--- src/rtl/multicycle_controller_pkg.sv ---
// Shared types and constants for the multi-cycle control FSM and its opcode classifier.
package ctrl_pkg;

  typedef enum logic [2:0] {
    StFetch  = 3'd0,
    StDecode = 3'd1,
    StExec   = 3'd2,
    StMem    = 3'd3,
    StWb     = 3'd4,
    StTrap   = 3'd5
  } state_e;

  localparam logic [6:0] OpcI    = 7'b0010011;
  localparam logic [6:0] OpcL    = 7'b0000011;
  localparam logic [6:0] OpcR    = 7'b0110011;
  localparam logic [6:0] OpcS    = 7'b0100011;
  localparam logic [6:0] OpcSb   = 7'b1100011;
  localparam logic [6:0] OpcU    = 7'b0110111;
  localparam logic [6:0] OpcUj   = 7'b1101111;
  localparam logic [6:0] OpcJalr = 7'b1100111;

  typedef enum logic [3:0] {
    ClsNone = 4'd0,
    ClsI    = 4'd1,
    ClsL    = 4'd2,
    ClsR    = 4'd3,
    ClsS    = 4'd4,
    ClsSb   = 4'd5,
    ClsU    = 4'd6,
    ClsUj   = 4'd7,
    ClsJalr = 4'd8
  } class_e;

  localparam logic [1:0] AluAdd    = 2'b00;
  localparam logic [1:0] AluFunct  = 2'b01;
  localparam logic [1:0] AluBranch = 2'b10;
  localparam logic [1:0] AluLui    = 2'b11;

  localparam logic [1:0] WbAlu  = 2'b00;
  localparam logic [1:0] WbLoad = 2'b01;
  localparam logic [1:0] WbPc4  = 2'b10;

endpackage

--- src/rtl/multicycle_controller_if.sv ---
// Controller <-> datapath/memory bundle: instruction in, memory handshake and datapath enables.
interface multicycle_controller_if;

  logic [31:0] instruction;
  logic        mem_ack;
  logic        mem_req;
  logic        iorD;
  logic        irWrite;
  logic        pcWrite;
  logic        aluSrc;
  logic        branch;
  logic        jump;
  logic        memRd;
  logic        memWrt;
  logic        regWrt;
  logic [1:0]  aluOp;
  logic [1:0]  memToReg;

  modport master (
    input  instruction, mem_ack,
    output mem_req, iorD, irWrite, pcWrite, aluSrc, branch, jump,
           memRd, memWrt, regWrt, aluOp, memToReg
  );

  modport slave (
    output instruction, mem_ack,
    input  mem_req, iorD, irWrite, pcWrite, aluSrc, branch, jump,
           memRd, memWrt, regWrt, aluOp, memToReg
  );

endinterface

--- src/rtl/multicycle_controller_opcode_classifier.sv ---
// Combinational opcode -> {class, legal}; also intended for the pipelined decoder.
module opcode_classifier
  import ctrl_pkg::*;
#(
  parameter bit SUPPORT_JALR = 1'b1
) (
  input  logic [6:0] opcode,
  output class_e     op_class,
  output logic       legal
);

  // Map the major opcode to its instruction class; unknown opcodes are illegal.
  always_comb begin
    op_class = ClsNone;
    legal    = 1'b1;
    case (opcode)
      OpcI:    op_class = ClsI;
      OpcL:    op_class = ClsL;
      OpcR:    op_class = ClsR;
      OpcS:    op_class = ClsS;
      OpcSb:   op_class = ClsSb;
      OpcU:    op_class = ClsU;
      OpcUj:   op_class = ClsUj;
      OpcJalr: begin
        if (SUPPORT_JALR) op_class = ClsJalr;
        else              legal    = 1'b0;
      end
      default: legal = 1'b0;
    endcase
  end

endmodule

--- src/rtl/multicycle_controller.sv ---
// Multi-cycle control FSM: FETCH/DECODE/EXEC/MEM/WB over a shared req/ack memory port,
// with illegal-opcode and memory-timeout traps and a retired-instruction counter.
module multicycle_controller
  import ctrl_pkg::*;
#(
  parameter int unsigned MEM_TIMEOUT  = 15,
  parameter int unsigned CNT_W        = 32,
  parameter bit          SUPPORT_JALR = 1'b1
) (
  input  logic                     clk,
  input  logic                     rst,
  multicycle_controller_if.master  bus,
  output logic [2:0]               state,
  output logic                     trap,
  output logic                     retire,
  output logic [CNT_W-1:0]         instret
);

  localparam int unsigned WaitW = (MEM_TIMEOUT > 0) ? $clog2(MEM_TIMEOUT + 1) : 1;
  localparam logic [WaitW-1:0] WaitMax = WaitW'(MEM_TIMEOUT);

  state_e           state_q;
  class_e           class_q;
  logic [WaitW-1:0] wait_q;
  logic [CNT_W-1:0] instret_q;

  class_e dec_class;
  logic   dec_legal;
  logic   mem_phase;
  logic   timeout;
  logic   pc_write;
  logic   unused_instr;

  // Only the major opcode matters to the controller.
  assign unused_instr = ^bus.instruction[31:7];

  opcode_classifier #(
    .SUPPORT_JALR (SUPPORT_JALR)
  ) u_classifier (
    .opcode   (bus.instruction[6:0]),
    .op_class (dec_class),
    .legal    (dec_legal)
  );

  assign mem_phase = (state_q == StFetch) || (state_q == StMem);
  // An ack in the deadline cycle still wins over the timeout.
  assign timeout   = (MEM_TIMEOUT != 0) && (wait_q == WaitMax) && !bus.mem_ack;

  // State sequencing, class latch, memory wait counter and retire counter.
  always_ff @(posedge clk) begin
    if (rst) begin
      state_q   <= StFetch;
      class_q   <= ClsNone;
      wait_q    <= '0;
      instret_q <= '0;
    end else begin
      if (retire) instret_q <= instret_q + CNT_W'(1);

      // Counts stalled request cycles; any ack, timeout or state change restarts it.
      if (mem_phase && !bus.mem_ack && !timeout) begin
        if (wait_q != WaitMax) wait_q <= wait_q + WaitW'(1);
      end else begin
        wait_q <= '0;
      end

      unique case (state_q)
        StFetch: begin
          if (bus.mem_ack)  state_q <= StDecode;
          else if (timeout) state_q <= StTrap;
        end
        StDecode: begin
          class_q <= dec_class;
          state_q <= dec_legal ? StExec : StTrap;
        end
        StExec: begin
          case (class_q)
            ClsSb:      state_q <= StFetch;
            ClsL, ClsS: state_q <= StMem;
            default:    state_q <= StWb;
          endcase
        end
        StMem: begin
          if (bus.mem_ack)  state_q <= (class_q == ClsL) ? StWb : StFetch;
          else if (timeout) state_q <= StTrap;
        end
        StWb:    state_q <= StFetch;
        StTrap:  state_q <= StTrap;
        default: state_q <= StFetch;
      endcase
    end
  end

  // Datapath controls decoded from state and class; mem_ack only feeds the Mealy terms.
  always_comb begin
    bus.mem_req  = 1'b0;
    bus.iorD     = 1'b0;
    bus.irWrite  = 1'b0;
    bus.aluSrc   = 1'b0;
    bus.branch   = 1'b0;
    bus.jump     = 1'b0;
    bus.memRd    = 1'b0;
    bus.memWrt   = 1'b0;
    bus.regWrt   = 1'b0;
    bus.aluOp    = AluAdd;
    bus.memToReg = WbAlu;
    pc_write     = 1'b0;
    case (state_q)
      StFetch: begin
        bus.mem_req = 1'b1;
        bus.memRd   = 1'b1;
        bus.irWrite = bus.mem_ack;
      end
      StExec: begin
        case (class_q)
          ClsI: begin
            bus.aluSrc = 1'b1;
            bus.aluOp  = AluFunct;
          end
          ClsL, ClsS: bus.aluSrc = 1'b1;
          ClsR:       bus.aluOp  = AluFunct;
          ClsSb: begin
            bus.aluOp  = AluBranch;
            bus.branch = 1'b1;
            pc_write   = 1'b1;
          end
          ClsU: begin
            bus.aluSrc = 1'b1;
            bus.aluOp  = AluLui;
          end
          ClsUj, ClsJalr: begin
            bus.aluSrc = 1'b1;
            bus.jump   = 1'b1;
          end
          default: ;
        endcase
      end
      StMem: begin
        bus.mem_req = 1'b1;
        bus.iorD    = 1'b1;
        bus.memRd   = (class_q == ClsL);
        bus.memWrt  = (class_q == ClsS);
        pc_write    = (class_q == ClsS) && bus.mem_ack;
      end
      StWb: begin
        bus.regWrt = 1'b1;
        pc_write   = 1'b1;
        bus.jump   = (class_q == ClsUj) || (class_q == ClsJalr);
        if (class_q == ClsL) bus.memToReg = WbLoad;
        else if ((class_q == ClsUj) || (class_q == ClsJalr)) bus.memToReg = WbPc4;
      end
      default: ;
    endcase
  end

  assign bus.pcWrite = pc_write;
  assign retire      = pc_write;
  assign trap        = (state_q == StTrap);
  assign state       = state_q;
  assign instret     = instret_q;

endmodule

--- src/flat_wrapper.sv ---
// flat-port wrapper written by rule: the top's interface ports become plain ports
module multicycle_controller_flat import ctrl_pkg::*;
#(
  parameter int unsigned MEM_TIMEOUT  = 15,
  parameter int unsigned CNT_W        = 32,
  parameter bit          SUPPORT_JALR = 1'b1
)
  (clk, rst, state, trap, retire, instret, bus_instruction, bus_mem_ack, bus_mem_req, bus_iorD, bus_irWrite, bus_pcWrite, bus_aluSrc, bus_branch, bus_jump, bus_memRd, bus_memWrt, bus_regWrt, bus_aluOp, bus_memToReg);
  multicycle_controller_if bus_i ();
  input  logic clk;
  input  logic rst;
  output logic [2:0] state;
  output logic trap;
  output logic retire;
  output logic [CNT_W-1:0] instret;
  input wire logic [$bits(bus_i.instruction)-1:0] bus_instruction;
  input wire logic [$bits(bus_i.mem_ack)-1:0] bus_mem_ack;
  output wire logic [$bits(bus_i.mem_req)-1:0] bus_mem_req;
  output wire logic [$bits(bus_i.iorD)-1:0] bus_iorD;
  output wire logic [$bits(bus_i.irWrite)-1:0] bus_irWrite;
  output wire logic [$bits(bus_i.pcWrite)-1:0] bus_pcWrite;
  output wire logic [$bits(bus_i.aluSrc)-1:0] bus_aluSrc;
  output wire logic [$bits(bus_i.branch)-1:0] bus_branch;
  output wire logic [$bits(bus_i.jump)-1:0] bus_jump;
  output wire logic [$bits(bus_i.memRd)-1:0] bus_memRd;
  output wire logic [$bits(bus_i.memWrt)-1:0] bus_memWrt;
  output wire logic [$bits(bus_i.regWrt)-1:0] bus_regWrt;
  output wire logic [$bits(bus_i.aluOp)-1:0] bus_aluOp;
  output wire logic [$bits(bus_i.memToReg)-1:0] bus_memToReg;
  assign bus_i.instruction = bus_instruction;
  assign bus_i.mem_ack = bus_mem_ack;
  assign bus_mem_req = bus_i.mem_req;
  assign bus_iorD = bus_i.iorD;
  assign bus_irWrite = bus_i.irWrite;
  assign bus_pcWrite = bus_i.pcWrite;
  assign bus_aluSrc = bus_i.aluSrc;
  assign bus_branch = bus_i.branch;
  assign bus_jump = bus_i.jump;
  assign bus_memRd = bus_i.memRd;
  assign bus_memWrt = bus_i.memWrt;
  assign bus_regWrt = bus_i.regWrt;
  assign bus_aluOp = bus_i.aluOp;
  assign bus_memToReg = bus_i.memToReg;
  multicycle_controller #(.MEM_TIMEOUT(MEM_TIMEOUT), .CNT_W(CNT_W), .SUPPORT_JALR(SUPPORT_JALR)) u_core (.clk(clk), .rst(rst), .bus(bus_i), .state(state), .trap(trap), .retire(retire), .instret(instret));
endmodule
--- config.mk ---
export PLATFORM = sky130hd
export DESIGN_NAME = multicycle_controller_flat
export DESIGN_NICKNAME = d
export VERILOG_FILES = /design/src/rtl/multicycle_controller_pkg.sv /design/src/rtl/multicycle_controller_if.sv /design/src/rtl/multicycle_controller_opcode_classifier.sv /design/src/rtl/multicycle_controller.sv /design/src/flat_wrapper.sv
export SDC_FILE = /design/constraint.sdc
export NUM_CORES = 1
export LEC_CHECK = 0
export CORE_AREA = 10 10 86 88
export CTS_CLUSTER_DIAMETER = 150
export DETAILED_ROUTE_END_ITERATION = 16
export DIE_AREA = 0 0 96 98
export PLACE_DENSITY_LB_ADDON = 0.05
export SLEW_MARGIN = 15
export SYNTH_ARGS = -nofsm -noshare
export SYNTH_HDL_FRONTEND = slang
export SYNTH_SLANG_ARGS = --single-unit
--- constraint.sdc ---
create_clock -name clk -period 2.8 [get_ports clk]
set_clock_uncertainty 0.2 [all_clocks]
set_input_delay 0.84 -clock clk [delete_from_list [all_inputs] [get_ports clk]]
set_output_delay 0.84 -clock clk [all_outputs]
set_load 0.02 [all_outputs]
==> impl_metrics.env, run 1 <==
export IMPL_grt_pass1_wl_um=11060
export IMPL_ys_warn_count=0
export IMPL_async_reset_ff_frac=0
export IMPL_syn_to_final_growth_pct=36.44
export IMPL_whs_ns=0.2805
export IMPL_setup_violations=0
export IMPL_track_usage=0.1393
export IMPL_final_area_um2=3500
export IMPL_crit_arrival_ns=1.72
export IMPL_synth_seq_cells=43
export IMPL_layout_commonest_cell="nor2_1"
export IMPL_num_fill_cells=550
export IMPL_instances_no_fill=458
export IMPL_portBuffers=60
export IMPL_yosysTopAreaCell="dfxtp_1"
export IMPL_num_rows=28
export IMPL_ios=86
export IMPL_worst_ir_drop_vdd_uv=216.9
export IMPL_clkTransAtPathRegs_ns=0.08
export IMPL_grt_max_degree=27
export IMPL_p_per_area_nw_per_um2=383.1
export IMPL_wirelength_um=6452
export IMPL_clockBufferDepth=2
export IMPL_worst_pin_slew_ns=0.5377
export IMPL_vias=2452
export IMPL_grt_pass1_vias=2373
export IMPL_endpoint_kind="output pin"
export IMPL_placed_area_um2=3390
export IMPL_initial_core_util=0.4464
export IMPL_drt_pre_antenna_iters=4
export IMPL_nNetsFinal=419
export IMPL_fin_crit_ns=2.755
export IMPL_htree_levels=2
export IMPL_syn_avg_cell_area_um2=8.382
export IMPL_cp_required_ns=1.76
export IMPL_dr_first_iter_drc_count=121
export IMPL_start_kind="input pin"
export IMPL_fp_dieH_um=98
export IMPL_crit_slowest_cell="clkdlybuf4s50_1"
export IMPL_antenna_cells=0
export IMPL_cts_root_buf="clkbuf_8"
export IMPL_clkLatencyLatePin_ns=0.30
export IMPL_critPathMaxFanout=3
export IMPL_maxSlewViolCount=0
export IMPL_wl_per_cell_um=14.09
export IMPL_synth_edf_count=0
export IMPL_grt_overflow=0
export IMPL_fmax_mhz=362.9
export IMPL_syn_inst=306
export IMPL_period_share=0.9840
export IMPL_utilization=0.6091
export IMPL_drive_gt1_frac=0.2115
export IMPL_core_um2=5746
export IMPL_hp_class="flop to flop"
export IMPL_cts_sinks=43
export IMPL_die_area_um2=9408
export IMPL_slew_headroom=0.6404
export IMPL_p_leak_uw=0.001188
export IMPL_cts_made_buffers=5
export IMPL_final_hold_violation_count=0
export IMPL_holdBufCountCts=0
export IMPL_gp_congestion=0.7966
export IMPL_hp_start="u_core.wait_q[0]"
export IMPL_viasPerCell=5.354
export IMPL_synth_top_cell_area_share=0.3356
export IMPL_dp_cells=450
export IMPL_max_cap_violations=0
export IMPL_slowest_delay_ns=0.51
export IMPL_status="complete, no violations"
export IMPL_fp_dieW_um=96
export IMPL_critPathKind="input pin to output pin"
export IMPL_ys_flop_type="dfxtp_1"
export IMPL_worstPathCellList="clkdlybuf4s50_1 -> nand3_2 -> nand2_4 -> buf_4"
export IMPL_r2r_start="u_core.instret[4]"
export IMPL_synth_nets=343
export IMPL_ant_nets=0
export IMPL_synth_cell_type_count=53
export IMPL_layout_common_cells="nor2_1 (49), clkdlybuf4s50_1 (45), dfxtp_1 (41)"
export IMPL_tritoncts="done"
export IMPL_dpl_hpwl_um=4834
export IMPL_syn_cell_area_um2=2565
export IMPL_synth_area_top_cells="dfxtp_1 (34%), xnor2_1 (9.2%), nor2_1 (7.2%), a2111oi_2 (5.3%), nand3_1 (3.7%)"
export IMPL_crit_start="bus_mem_ack"
export IMPL_finalPower_uw=1341
export IMPL_route_detailed_drc=0
export IMPL_seq_area_frac_synth=0.3356
export IMPL_antenna_found_initial=0
export IMPL_rsz0062_at_grt="no"
worst paths after layout:
path,to,slack [ns],cells after the start
max reg2reg,u_core.instret[24],0.20,6
min,u_core.wait_q[0],0.28,1
min reg2reg,u_core.wait_q[0],0.28,1
max,bus_pcWrite,0.04,4
power by group:
group          switching (uW)  total, uW  leakage, uW  internal [uW]
clock                     222        515    0.0000618            293
combinational             116        198     0.000778           81.5
sequential               7.56        627     0.000348            620
total                     346       1340      0.00119            995
cells in the mapped netlist, types with 2 or more instances:
library cell   n
inv_1          3
o21ai_0        4
nand2_1       20
nor2b_1       11
nor2_1        49
buf_2          4
a211oi_1      12
a211oi_2       2
a2111oi_2      9
xnor2_1       27
mux2_2         2
or3b_2         2
mux2i_1        2
nor3b_1        2
or2_2          3
mux2_1         2
a31oi_1        3
and4_1         4
ha_1           2
o31ai_1        3
buf_4          4
nor4b_1        3
clkbuf_1      11
buf_1          2
a31o_2         2
nand2b_1       3
and2_1         2
a22oi_1        3
a21oi_1       16
dfxtp_1       43
nor3_1         4
nand4_1        7
buf_6          2
nand3_1       19
kinds of logic (layout without fill, tap and decap cells):
family / count (synthesis) / after routing / share of synthesized area
AOI/OAI and AO/OA: 62 / 62 / 0.2015
xor gates and xnor gates: 28 / 28 / 0.09561
adders and majority gates: 2 / 2 / 0.009755
buffers and inverters: 26 / 103 / 0.05171
DFF: 43 / 43 / 0.3356
muxes: 6 / 6 / 0.02536
and+or+nand+nor: 139 / 139 / 0.2805
routing by layer:
layer / routed length, um / global-route usage / share of wire
met3: 632 / 0.04824 / 0.098
met4: 62 / 0.03405 / 0.0096
met1: 2963 / 0.1897 / 0.46
met2: 2794 / 0.2035 / 0.43
met5: 0 / 0 / 0
per-stage QoR:
stage                     TNS, ns  worst slack (ns)
after global placement     -1.776           -0.4336
after floorplan                 0           0.01327
after CTS                       0          0.006130
final                           0           0.04478
after detailed placement   -1.653           -0.4371
after global routing            0          0.009837
critical path: cells and delay by family:
| kind | cells | cell delay (ns) |
|---|---|---|
| AND/OR/NAND/NOR | 2 | 0.22 |
| buffers and inverters | 2 | 0.65 |
repair_timing:
action | CTS | global route
buffers inserted | 0 | 0
gates resized for setup | 27 | 20
setup endpoints to repair | 15 | 9
pin swaps | 0 | 0
flip-flops by register name, summed over array words and instances (netlist names):
signal / flops
u_core.class_q: 4
u_core.wait_q: 4
u_core.state: 3
u_core.instret: 32
cell type report:
type                            instances  area, um2  share of cell area
Sequential cell                        43      863.3              0.2467
Clock inverter                          2      38.79             0.01108
Clock buffer                            6      82.58             0.02360
Inverter                                3      11.26            0.003218
Timing Repair Buffer                   92      794.5              0.2270
Multi-Input combinational cell        237       1615              0.4616
Tap cell                               75      93.84             0.02681
(Power assumes the default switching activity.)
==> run 2, diff against run 1 <==
--- a/config.mk
+++ b/config.mk
@@ -10,7 +10,7 @@
 export DETAILED_ROUTE_END_ITERATION = 16
 export DIE_AREA = 0 0 96 98
 export PLACE_DENSITY_LB_ADDON = 0.05
-export SLEW_MARGIN = 15
+export SLEW_MARGIN = 20
 export SYNTH_ARGS = -nofsm -noshare
 export SYNTH_HDL_FRONTEND = slang
 export SYNTH_SLANG_ARGS = --single-unit
==> results of run 2 <==
Final layout, timing and power as in run 1 (identical DEF).
==> run 3, diff against run 2 <==
--- a/config.mk
+++ b/config.mk
@@ -5,10 +5,11 @@
 export SDC_FILE = /design/constraint.sdc
 export NUM_CORES = 1
 export LEC_CHECK = 0
-export CORE_AREA = 10 10 86 88
+export ABC_AREA = 1
+export CORE_AREA = 10 10 87 89
 export CTS_CLUSTER_DIAMETER = 150
 export DETAILED_ROUTE_END_ITERATION = 16
-export DIE_AREA = 0 0 96 98
+export DIE_AREA = 0 0 97 99
 export PLACE_DENSITY_LB_ADDON = 0.05
 export SLEW_MARGIN = 20
 export SYNTH_ARGS = -nofsm -noshare
==> impl_metrics.env, run 3 <==
export IMPL_status="complete, no violations"
export IMPL_dr_first_iter_drc_count=148
export IMPL_portBuffers=60
export IMPL_drive_gt1_frac=0.05769
export IMPL_ys_flop_type="dfxtp_1"
export IMPL_worst_pin_slew_ns=0.3704
export IMPL_gp_congestion=0.8600
export IMPL_grt_pass1_vias=2917
export IMPL_multiInputGateArea_um2=1633
export IMPL_critPathMaxFanout=4
export IMPL_final_area_um2=3473
export IMPL_crit_arrival_ns=1.60
export IMPL_syn_to_final_growth_pct=28.52
export IMPL_syn_cell_area_um2=2703
export IMPL_dp_cells=588
export IMPL_num_fill_cells=601
export IMPL_instances_no_fill=595
export IMPL_initial_core_util=0.4619
export IMPL_p_leak_uw=0.001381
export IMPL_drt_pre_antenna_iters=5
export IMPL_synth_nets=494
export IMPL_grt_pass1_wl_um=12980
export IMPL_layout_common_cells="nand2_1 (149), nor2_1 (81), clkdlybuf4s50_1 (46)"
export IMPL_whs_ns=0.2510
export IMPL_worst_ir_drop_vdd_uv=246.9
export IMPL_grt_overflow=0
export IMPL_route_detailed_drc=0
export IMPL_syn_avg_cell_area_um2=5.914
export IMPL_vias=2990
export IMPL_regArea_um2=864.6
export IMPL_num_rows=28
export IMPL_cts_made_buffers=5
export IMPL_async_reset_ff_frac=0
export IMPL_slew_headroom=0.7521
export IMPL_placed_area_um2=3379
export IMPL_seq_area_frac_synth=0.3185
export IMPL_max_cap_violations=0
export IMPL_fin_crit_ns=2.640
export IMPL_holdBufCountCts=0
export IMPL_p_per_area_nw_per_um2=386.0
export IMPL_nNetsFinal=557
export IMPL_layout_commonest_cell="nand2_1"
export IMPL_cp_required_ns=1.76
export IMPL_endpoint_kind="output pin"
export IMPL_fp_dieW_um=97
export IMPL_fmax_mhz=378.7
export IMPL_finalPower_uw=1341
export IMPL_synth_top_cell_area_share=0.3185
export IMPL_largest_reg_flops=32
export IMPL_cts_root_buf="clkbuf_8"
export IMPL_ios=86
export IMPL_rsz0062_at_grt="yes"
export IMPL_fp_dieH_um=99
export IMPL_syn_inst=457
export IMPL_period_share=0.9430
export IMPL_setup_violations=0
export IMPL_synth_edf_count=0
export IMPL_tritoncts="done"
export IMPL_clkTransAtPathRegs_ns=0.07
export IMPL_maxSlewViolCount=0
export IMPL_synth_area_top_cells="dfxtp_1 (32%), nand2_1 (21%), nor2_1 (11%), nand3_1 (8.1%), a21oi_1 (6.1%)"
export IMPL_core_um2=5851
export IMPL_clockBufferDepth=2
export IMPL_htree_levels=2
export IMPL_synth_cell_type_count=27
export IMPL_ant_nets=0
export IMPL_cts_resized=24
export IMPL_track_usage=0.1547
export IMPL_wirelength_um=7523
export IMPL_synth_seq_cells=43
export IMPL_die_area_um2=9603
export IMPL_yosysTopAreaCell="dfxtp_1"
export IMPL_wl_per_cell_um=12.64
export IMPL_hp_class="flop to flop"
export IMPL_start_kind="flop"
export IMPL_synth_most_common_cell="nand2_1"
export IMPL_synthTopCellsByCount="nand2_1 (149), nor2_1 (82), nand3_1 (44), dfxtp_1 (43), inv_1 (41)"
export IMPL_viasPerCell=5.025
export IMPL_antenna_found_initial=0
export IMPL_cts_setup_buffers=0
export IMPL_cts_sinks=43
export IMPL_grt_max_degree=28
export IMPL_clkLatencyLatePin_ns=0.29
export IMPL_ys_warn_count=0
export IMPL_final_hold_violation_count=0
export IMPL_critPathKind="flop to output pin"
export IMPL_antenna_cells=0
export IMPL_dpl_hpwl_um=5917
run 3: final cells by class:
cell class                 instances  share of cell area
clock buffer                       6             0.02378
clock inverter                     1            0.001441
inverter                          43             0.04647
multi-input combinational        361              0.4701
sequential                        43              0.2489
tap                               75             0.02702
timing repair buffer              66              0.1823
run 3: power by group:
group          switching (uW)  internal (uW)  total (uW)  leakage [uW]
Combinational             184            108         292      0.000986
Clock                     207            194         401     0.0000470
Sequential               19.6            628         647      0.000349
run 3: cell families after synthesis:
logic type                 share of synthesized area
and+or+nand+nor                               0.4671
AOI/OAI and AO/OA                            0.09630
buffers and inverters                        0.08287
DFF                                           0.3185
adders and majority gates                   0.009258
xor gates and xnor gates                     0.02592
run 3: metrics by stage:
| step | TNS (ns) | utilization | setup WS [ns] |
|---|---|---|---|
| global route | -0.01497 | 0.5937 | -0.01497 |
| floorplan | 0 | - | 0.2621 |
| finish | 0 | 0.5937 | 0.1597 |
| detailed placement | -1.350 | 0.5776 | -0.4722 |
| CTS | -0.002685 | 0.5911 | -0.001560 |
| global placement | -1.339 | 0.5776 | -0.4753 |
run 3: critical path: stages, from the launching register on:
cell and delay (ns):
dfxtp_1 0.31, inv_1 0.10, nand2_1 0.10, nor2_2 0.15, clkdlybuf4s50_1 0.65
run 3: layer usage:
layer | vias to the layer above | track usage | routed length (um)
met5 | - | 0 | 0
met3 | 7 | 0.04260 | 464
met2 | 55 | 0.2654 | 3552
li1 | 1586 | - | -
met4 | 0 | 0.04313 | 62
met1 | 1342 | 0.1842 | 3444
run 3: final timing paths:
kind                            cells past startpoint         startpoint                  to  slack [ns]
worst min-delay path                                1   u_core.wait_q[0]    u_core.wait_q[0]        0.25
worst max register to register                      9  u_core.instret[0]  u_core.instret[24]        0.69
worst min register to register                      1   u_core.wait_q[0]    u_core.wait_q[0]        0.25
worst max-delay path                                4    u_core.state[2]            bus_iorD        0.16
